### src/rtl/param_sync_fifo.sv
// Single-clock FIFO with configurable width/depth, registered or
// first-word-fall-through read, fill-level trigger and sticky error flags.
module param_sync_fifo #(
    parameter int unsigned DATA_W = 8,
    parameter int unsigned ADDR_W = 4,
    parameter int unsigned FWFT   = 0
) (
    input  logic              clk,
    input  logic              rst_n,
    input  logic              en,
    input  logic              push_in,
    input  logic              pop_in,
    input  logic              clr_err,
    input  logic [ADDR_W:0]   threshold,
    input  logic [DATA_W-1:0] din,
    output logic [DATA_W-1:0] dout,
    output logic              dout_valid,
    output logic              empty,
    output logic              full,
    output logic [ADDR_W:0]   count,
    output logic              thre_trigger,
    output logic              overrun,
    output logic              underrun
);

    localparam int unsigned DEPTH = 1 << ADDR_W;
    localparam int unsigned CNT_W = ADDR_W + 1;

    logic [DATA_W-1:0] mem [DEPTH];
    logic [ADDR_W-1:0] wr_ptr;
    logic [ADDR_W-1:0] rd_ptr;

    logic              pop_acc_c;
    logic              push_acc_c;
    logic              ovr_set_c;
    logic              udr_set_c;
    logic [CNT_W-1:0]  count_nxt_c;

    // Handshake acceptance, error set conditions and next occupancy
    always_comb begin
        pop_acc_c   = en & pop_in & ~empty;
        push_acc_c  = en & push_in & (~full | pop_acc_c);
        ovr_set_c   = en & push_in & full & ~pop_acc_c;
        udr_set_c   = en & pop_in & empty;
        count_nxt_c = count;
        if (push_acc_c && !pop_acc_c) begin
            count_nxt_c = count + CNT_W'(1);
        end else if (pop_acc_c && !push_acc_c) begin
            count_nxt_c = count - CNT_W'(1);
        end
    end

    // Pointers, occupancy and flags; empty/full track the registered count
    always_ff @(posedge clk or negedge rst_n) begin
        if (!rst_n) begin
            wr_ptr   <= '0;
            rd_ptr   <= '0;
            count    <= '0;
            empty    <= 1'b1;
            full     <= 1'b0;
            overrun  <= 1'b0;
            underrun <= 1'b0;
        end else begin
            if (push_acc_c) begin
                wr_ptr <= wr_ptr + ADDR_W'(1);
            end
            if (pop_acc_c) begin
                rd_ptr <= rd_ptr + ADDR_W'(1);
            end
            count    <= count_nxt_c;
            empty    <= (count_nxt_c == '0);
            full     <= (count_nxt_c == CNT_W'(DEPTH));
            // A set condition beats a simultaneous clear
            overrun  <= ovr_set_c | (overrun & ~clr_err);
            underrun <= udr_set_c | (underrun & ~clr_err);
        end
    end

    // Storage array; contents survive reset and are simply overwritten
    always_ff @(posedge clk) begin
        if (push_acc_c) begin
            mem[wr_ptr] <= din;
        end
    end

    generate
        if (FWFT == 0) begin : g_reg_read
            // Registered read: head word captured on the popping edge
            always_ff @(posedge clk or negedge rst_n) begin
                if (!rst_n) begin
                    dout       <= '0;
                    dout_valid <= 1'b0;
                end else begin
                    dout_valid <= pop_acc_c;
                    if (pop_acc_c) begin
                        dout <= mem[rd_ptr];
                    end
                end
            end
        end else begin : g_fwft_read
            // Head word always visible; forced to zero while empty so reset shows 0
            assign dout       = empty ? '0 : mem[rd_ptr];
            assign dout_valid = ~empty;
        end
    endgenerate

    // Fill-level trigger on the registered occupancy
    assign thre_trigger = (count >= threshold);

endmodule
### config.mk
export PLATFORM = sky130hd
export DESIGN_NAME = param_sync_fifo
export DESIGN_NICKNAME = d
export VERILOG_FILES = /design/src/rtl/param_sync_fifo.sv
export SDC_FILE = /design/constraint.sdc
export NUM_CORES = 1
export LEC_CHECK = 0
export ABC_AREA = 0
export CAP_MARGIN = 20
export CORE_MARGIN = 3
export CORE_UTILIZATION = 52
export DETAILED_ROUTE_END_ITERATION = 10
export PLACE_DENSITY = 0.68
export SLEW_MARGIN = 5
export SYNTH_ARGS = -nofsm -noshare
export SYNTH_HDL_FRONTEND = slang
export SYNTH_SLANG_ARGS = --single-unit
### constraint.sdc
create_clock -name clk -period 3.9 [get_ports clk]
set_input_delay 0.585 -clock clk [delete_from_list [all_inputs] [get_ports clk]]
set_output_delay 0.585 -clock clk [all_outputs]
set_load 0.05 [all_outputs]
## Word-level counts from Yosys, hierarchy flattened

Memory sizes are Yosys's and may differ from the RTL's. A register that Yosys moved wholly into a read port is not among the register bits.
Cells that the tools add are included.

| storage, ports and cells | value |
|---|---|
| memories kept | 1 |
| RAM bits | 128 |
| output and inout port bits | 19 |
| memory bits (read-only) | 0 |
| logic and storage cells | 41 |
| latch bits | 0 |
| bits in registers | 18 |
| input bits | 19 |

Memories:

| name | depth | bits a word | read ports | clocked after memory_dff | wr ports | line | text |
|---|---|---|---|---|---|---|---|
| mem | 16 | 8 | 1 | 1 | 1 | 29 | `logic [DATA_W-1:0] mem [DEPTH];` |

| operators by class | value |
|---|---|
| $mul | 0 |
| shift operators | 0 |
| add/sub/neg operators | 4 |
| bitwise gates (word level) | 16 |
| magnitude comparators | 1 |
| reductions and logical operators | 6 |
| divide/modulo/power cells | 0 |
| equality and inequality tests | 1 |
| mux-type cells | 4 |

Operators with widths:

| cell | number |
|---|---|
| 5-bit 2-to-1 mux | 2 |
| 1-bit bitwise AND | 9 |
| 4-bit by 1-bit adder with 4-bit output, second input constant | 2 |
| 5-bit by 1-bit adder with 5-bit output, second input constant | 1 |
| 5-bit equality test, second input constant | 1 |
| 5-bit greater-or-equal comparator | 1 |
| 5-bit zero test | 1 |
| 5-bit by 1-bit subtractor with 5-bit output, second input constant | 1 |
| 1-bit inverter | 4 |
| 1-bit zero test | 3 |
| 1-bit bitwise OR | 3 |
| 1-bit logical AND | 2 |
| 1-bit 2-to-1 mux | 2 |

## Depth between registers and ports, before layout

Gate-level depths: netlist (run 1).

| logic depth | value |
|---|---|
| depth in word-level cells | 9 |
| depth in mapped cells | 7 |
| depth with buffers taken out | 7 |

## Worst setup path after synthesis (run 1)

Ideal clock, no wire load.

| path | value |
|---|---|
| kind | register to output |
| start | reg count[0] |
| end | out thre_trigger |
| data required time | 3.315 ns |
| setup slack | 1.138 ns |
| stages on the path, launching flop included | 8 |
| arrival | 2.177 ns |
| path buffers | 0 |
| cells stage by stage | dfrtp_1 -> inv_1 -> ha_1 -> nand2b_1 -> a21oi_1 -> nor2b_1 -> o21ai_0 -> a21oi_1 |

| between the ends | value |
|---|---|
| word-level cells in the longest chain between the ends | 1 |

Ends and longest elaborated chain:

| element | line | text |
|---|---|---|
| start: declaration | 20 | `output logic [ADDR_W:0] count,` |
| start signal: assignment | 70 | `count <= count_nxt_c;` |
| 5-bit greater-or-equal comparator | 108 | `assign thre_trigger = (count >= threshold);` |
| end: declaration | 21 | `output logic thre_trigger,` |

No other way between the ends.

## Worst setup path after layout (run 1)

| path | value |
|---|---|
| start | in threshold[0] |
| end | out thre_trigger |

| between the ends | value |
|---|---|
| word-level cells in the longest chain between the ends | 1 |

Ends and longest elaborated chain:

| element | line | text |
|---|---|---|
| start: declaration | 14 | `input logic [ADDR_W:0] threshold,` |
| 5-bit greater-or-equal comparator | 108 |  |

No other way between the ends.

==> flow_summary.json, run 1 <==
{
  "netlist_top_cells_area": "edfxtp_1 62%, dfrtp_1 10%, mux4_2 8.6%, mux4_1 2.9%, ha_1 2.4%",
  "drt_first_pass_iters": 5,
  "syn_area_per_cell_um2": 18.06,
  "clock.fmax_mhz": 323.2,
  "slew_headroom_pct": 46.15,
  "startpoint_type": "input pin",
  "status": "completed",
  "async_reset_ff_share_pct": 16.88,
  "synth.most_common_cell": "edfxtp_1",
  "die_y_um": 115.6,
  "dpl.hpwl_um": 7711,
  "cp.arrival_ns": 2.51,
  "tns_ns": 0,
  "hold_violations": 0,
  "tritoncts": "yes",
  "min_period_ns": 3.094,
  "portBuffers": 37,
  "setup_viol": 0,
  "grt_pass1_vias": 3365,
  "gp_congestion": 0.7863,
  "first_iter_violations": 289,
  "seq_area_mm2": 0.004497,
  "slowest_delay_ns": 0.70,
  "post_cts_resized": 0,
  "drt-total-wl_um": 12040,
  "cp_max_fo": 1,
  "area_delta_synth_final_pct": 19.16,
  "hp-class": "reg2reg",
  "crit_path_end_kind": "output pin",
  "rows": 39,
  "placed_cell_area_mm2": 0.006863,
  "grt_pass1_wl_um": 18940,
  "cpMaxStageDelayCell": "clkdlybuf4s50_1",
  "viasPerCell": 5.734,
  "h-tree-depth": 4,
  "yosys_register_bits": 154,
  "synth_cells": 346,
  "drt-wirelength-per-cell_um": 21.38,
  "skew_ns": 0.007761,
  "multi_input_area_mm2": 0.001607,
  "grt_max_degree": 37,
  "finalNonFillerCells": 563,
  "start_util_pct": 54.04,
  "nets": 438,
  "yosysWarnings": 0,
  "synth_top_area_share_pct": 61.50,
  "clock_tree.buffer_depth": 2,
  "post_synth_most_frequent_cells": "128 x edfxtp_1, 25 x dfrtp_1, 24 x mux4_2",
  "postRouteAntennaNets": 0,
  "synth_top_area_cell": "edfxtp_1",
  "core_area_mm2": 0.01156,
  "die_x_um": 115.6,
  "synth-main-ff-cell": "edfxtp_1",
  "numCtsBuffers": 17,
  "antenna_found_initial": 0,
  "cts_root_buf": "clkbuf_16",
  "ir_drop_v": 0.0004794,
  "gr-total-overflow": 0,
  "power.total_uw": 5359,
  "antennaDiodeCount": 0,
  "fp.dieArea_mm2": 0.01337,
  "route.detailed.drc": 0,
  "period_share_pct": 79.33,
  "tightest_slew_ns": 0.8048,
  "netlist_area_mm2": 0.006250,
  "clock_sinks": 154,
  "synth_edf_count": 128,
  "slew_violations": 0,
  "p_per_area_mw_per_mm2": 719.6,
  "yosysSeqAreaShare_pct": 71.93,
  "rsz0062_at_grt": "false",
  "synth_cell_types": 38,
  "cap_violations": 0,
  "postCtsSetupBuffers": 0,
  "worstPathCellList": "clkdlybuf4s50_1, ha_1, nand2b_1, a21oi_1, nor2b_1, o21ai_0, a21oi_1, clkdlybuf4s50_1",
  "drive_gt1_share_pct": 19.76,
  "ios": 38,
  "num_vias": 3228,
  "postCtsHoldBufs": 0,
  "leakage_uw": 0.002601,
  "grt_usage_pct": 19.87,
  "path_clk_slew_ns": 0.06,
  "syn_nets": 377,
  "final.fill_count": 832,
  "setup.worst_path.class": "in2out",
  "clk_latency_ns": 0.42,
  "critPathRequiredTime_ns": 3.31,
  "place_inst": 531,
  "design_area_mm2": 0.007447
}
[cell usage in the layout (no fill, tap or decap), types with 2 or more instances in the layout]
| cell | instances |
|---|---|
| nand2b_1 | 3 |
| clkinvlp_4 | 4 |
| edfxtp_1 | 128 |
| and2_1 | 2 |
| xnor2_1 | 10 |
| nor3_1 | 8 |
| mux4_2 | 24 |
| nand3_1 | 2 |
| a21oi_1 | 8 |
| buf_4 | 20 |
| clkdlybuf4s50_1 | 37 |
| nand2_1 | 12 |
| clkinv_2 | 3 |
| clkbuf_16 | 17 |
| a221o_1 | 5 |
| mux2_2 | 8 |
| mux2i_1 | 2 |
| dfrtp_1 | 24 |
| nor2_1 | 19 |
| nor2b_1 | 5 |
| ha_1 | 12 |
| bufinv_16 | 3 |
| o21ai_0 | 16 |
| inv_1 | 16 |
| a22oi_1 | 5 |
| nand4_1 | 3 |
| clkinv_1 | 3 |
| mux4_1 | 7 |
[flip-flops by register name (all words and copies together), names as in the netlist]
signal,count
count,5
dout,8
dout_valid,1
empty,1
full,1
mem,128
overrun,1
rd_ptr,4
underrun,1
wr_ptr,4
[power breakdown]
| part | switching (uW) | leakage, uW | internal [uW] |
|---|---|---|---|
| registers | 226 | 0.00147 | 1970 |
| clock network | 621 | 0.000274 | 995 |
| logic | 842 | 0.000856 | 704 |
| total | 1690 | 0.00260 | 3670 |
[path summary, 6_finish.rpt]
| path | from | to | slack, ns | depth (start not counted) |
|---|---|---|---|---|
| min reg2reg | dout[2]$_DFFE_PN0P_ | dout[2]$_DFFE_PN0P_ | 0.51 | 1 |
| max reg2reg | rd_ptr[0]$_DFFE_PN0P_ | dout[2]$_DFFE_PN0P_ | 1.49 | 4 |
| min in group asynchronous | rst_n | count[4]$_DFF_PN0_ | 0.55 | 2 |
| min | dout[2]$_DFFE_PN0P_ | dout[2]$_DFFE_PN0P_ | 0.51 | 1 |
| max | threshold[0] | thre_trigger | 0.81 | 8 |
| max in group asynchronous | rst_n | empty$_DFF_PN1_ | 3.05 | 2 |
[layout make-up]
| class | count | area share (%) |
|---|---|---|
| well taps | 143 | 2.403 |
| repair buffers | 57 | 6.989 |
| clock buffers | 18 | 5.763 |
| clock inverters | 14 | 2.083 |
| inverters | 16 | 0.8065 |
| flip-flops and latches | 154 | 60.38 |
| multi-input cells | 161 | 21.57 |
[cell families after synthesis]
kind of cell	synth area share (%)
adders and majority gates	2.402
and+or+nand+nor	4.845
xor gates and xnor gates	1.401
muxes	13.35
AOI/OAI and AO/OA	3.704
buffers and inverters	2.362
DFF	71.93
[worst max-delay path, delay by kind of cell]
family,cells,cell delay (ns)
compound gates,3,0.35
fa+ha+maj,1,0.28
simple gates,2,0.18
buf+inv,2,1.10
[stage by stage]
stage	hold WS, ns	utilization, %	setup slack, ns
final	0.5146	64.39	0.8061
after global routing	0.5411	64.39	0.6137
after detailed placement	0.5051	59.34	0.8088
after global placement	0.4979	59.34	0.7988
after floorplan	0.2894	-	1.138
after CTS	0.5163	64.39	0.7731
[layer usage]
layer	up-vias	share of wire (%)	GRT usage, %
met3	8	4.9	4.752
li1	1479	-	-
met2	77	49	29.51
met4	0	1.1	7.734
met5	-	0	0
met1	1664	45	28.98
Note: power is estimated with default switching activity, not from simulation.
==> run 2, diff against run 1 <==
--- a/config.mk
+++ b/config.mk
@@ -10,7 +10,7 @@
 export CORE_MARGIN = 3
 export CORE_UTILIZATION = 52
 export DETAILED_ROUTE_END_ITERATION = 10
-export PLACE_DENSITY = 0.68
+export PLACE_DENSITY = 0.71
 export SLEW_MARGIN = 5
 export SYNTH_ARGS = -nofsm -noshare
 export SYNTH_HDL_FRONTEND = slang
==> constraint.sdc (replaced) <==
create_clock -name clk -period 2.6 [get_ports clk]
set_input_delay 0.39 -clock clk [delete_from_list [all_inputs] [get_ports clk]]
set_output_delay 0.39 -clock clk [all_outputs]
set_load 0.05 [all_outputs]
==> run 2 against run 1 <==
Flip-flop and latch count unchanged. Register-to-register slack worse by 0.98 ns. Wire length up 6.6%. Worst hold slack worse by 0.17 ns. Non-clock buffer count up 6. Sequential power up 45%. Largest cell class unchanged.
==> flow_summary.json, run 2 (synthesis results as in run 1) <==
{
  "status": "completed",
  "setup_viol": 0,
  "layout_common_cells": "128 x edfxtp_1, 36 x clkdlybuf4s50_1, 24 x mux4_2, 24 x buf_4, 23 x dfrtp_1",
  "postRouteAntennaNets": 0,
  "clock.fmax_mhz": 428.8,
  "antenna_found_initial": 0,
  "setup.worst_path.class": "reg2out",
  "p_per_area_mw_per_mm2": 1090,
  "cp_max_fo": 7,
  "slew_headroom_pct": 54.23,
  "critPathRequiredTime_ns": 2.21,
  "gr-total-overflow": 0,
  "path_delay_family": "flip-flops",
  "first_iter_violations": 324,
  "largest_reg_flops": 128,
  "cap_violations": 0,
  "layout_commonest_cell": "edfxtp_1",
  "final.fill_count": 808,
  "tritoncts": "yes",
  "viasPerCell": 5.819,
  "nets": 444,
  "cp-startpoint": "count[0]$_DFF_PN0_",
  "startpoint_type": "register",
  "postCtsHoldBufs": 0,
  "grt_pass1_vias": 3436,
  "start_util_pct": 54.04,
  "clock_sinks": 154,
  "slew_violations": 0,
  "dpl.hpwl_um": 8069,
  "largestRegisters": "mem: 128 flops, dout: 8 flops, count: 5 flops",
  "tightest_slew_ns": 0.6844,
  "cp_num_buf_inv": 2,
  "hold_violations": 0,
  "ir_drop_v": 0.0005561,
  "numCtsBuffers": 17,
  "area_delta_synth_final_pct": 20.78,
  "rows": 39,
  "crit_end": "thre_trigger",
  "ios": 38,
  "cp.arrival_ns": 1.94,
  "die_y_um": 115.6,
  "cpMaxStageDelayCell": "dfrtp_2",
  "r2r_start": "rd_ptr[0]$_DFFE_PN0P_",
  "skew_ns": 0.01239,
  "worst_path_most_repeated_cell": "a21oi_1",
  "gp_congestion": 0.8328,
  "h-tree-depth": 4,
  "antennaDiodeCount": 0,
  "slowest_delay_ns": 0.44,
  "rr_worst_depth": 5,
  "tns_ns": 0,
  "grt_usage_pct": 21.04,
  "drive_gt1_share_pct": 21.60,
  "rr_endpoint": "dout[2]$_DFFE_PN0P_",
  "drt_first_pass_iters": 4,
  "crit_path_end_kind": "output pin",
  "rsz0062_at_grt": "false",
  "cp.depth": 8,
  "worstPathCellList": "inv_1, ha_1, nand2b_1, a21oi_1, nor2b_1, o21ai_0, a21oi_1, buf_12",
  "core_area_mm2": 0.01156,
  "min_period_ns": 2.332,
  "clk_latency_ns": 0.43,
  "drt-total-wl_um": 12830,
  "num_vias": 3311,
  "fp.dieArea_mm2": 0.01337,
  "hp-class": "in2async",
  "cts_root_buf": "clkbuf_16",
  "clock_tree.buffer_depth": 2,
  "whs_ns": 0.3447,
  "die_x_um": 115.6,
  "grt_max_degree": 37,
  "drt-wirelength-per-cell_um": 22.55,
  "route.detailed.drc": 0,
  "period_share_pct": 89.70,
  "largest_register": "mem",
  "grt_pass1_wl_um": 19840,
  "path_clk_slew_ns": 0.06,
  "portBuffers": 37,
  "rrSetupSlack_ns": 0.51,
  "leakage_uw": 0.002670
}
## run 2: cell types whose count changed in the layout (fill, tap and decap cells not counted)
cell / previous run / this run
buf_12: 0 / 3
clkdlybuf4s50_1: 37 / 36
dfrtp_2: 1 / 2
clkbuf_1: 1 / 3
dfrtp_1: 24 / 23
clkbuf_8: 0 / 2
clkinv_1: 3 / 0
inv_6: 0 / 2
clkinvlp_4: 4 / 0
buf_4: 20 / 24
clkinv_4: 1 / 2
## run 2: how the worst min path moves through the flow
stage | from | to | cells after the start
6_report | rst_n | dout[7]$_DFFE_PN0P_ | 2
5_1_grt | rst_n | count[3]$_DFF_PN0_ | 2
4_1_cts | rst_n | underrun$_DFF_PN0_ | 2
3_5_place_dp | dout[4]$_DFFE_PN0P_ | dout[4]$_DFFE_PN0P_ | 1
3_3_place_gp | dout[2]$_DFFE_PN0P_ | dout[2]$_DFFE_PN0P_ | 1
2_1_floorplan | rst_n | count[0]$_DFF_PN0_ | 0
## run 2: through the flow
stage | power, uW | cells | area (um2) | worst slack (ns) | utilization [%]
2_1_floorplan | 4976 | 346 | 6250 | 0.03282 | -
3_3_place_gp | 5728 | 537 | 6943 | 0.3057 | 60.03
3_5_place_dp | 5774 | 537 | 6943 | 0.2203 | 60.03
4_1_cts | 8295 | 569 | 7547 | 0.1693 | 65.26
5_1_grt | 8600 | 569 | 7548 | 0.05686 | 65.27
6_report | 8229 | 569 | 7548 | 0.2677 | 65.27
## run 2: layer usage
layer / vias to the layer above / track usage, % / part of all wire, %
met5: - / 0 / 0
met4: 0 / 7.966 / 1.5
met3: 13 / 5.274 / 8.7
met2: 132 / 33.06 / 51
met1: 1668 / 28.90 / 39
li1: 1498 / - / -
## run 2: repair_timing
action	4_1_cts	5_1_grt
gates resized for setup	0	1
setup endpoints to repair	0	1
buffers inserted	0	0
endpoints found under the hold margin	0	0
## run 2: final cells by class
class / count / area, um2 / area share (%)
Sequential cell: 154 / 4498 / 59.59
Timing Repair Buffer: 63 / 600.6 / 7.956
Clock buffer: 22 / 464.2 / 6.150
Clock inverter: 10 / 140.1 / 1.856
Inverter: 16 / 60.06 / 0.7956
Tap cell: 143 / 178.9 / 2.370
Multi-Input combinational cell: 161 / 1607 / 21.28
## run 2: power by group
group / internal [uW] / switching (uW)
Clock: 1560 / 941
Sequential: 2960 / 232
Combinational: 1120 / 1410
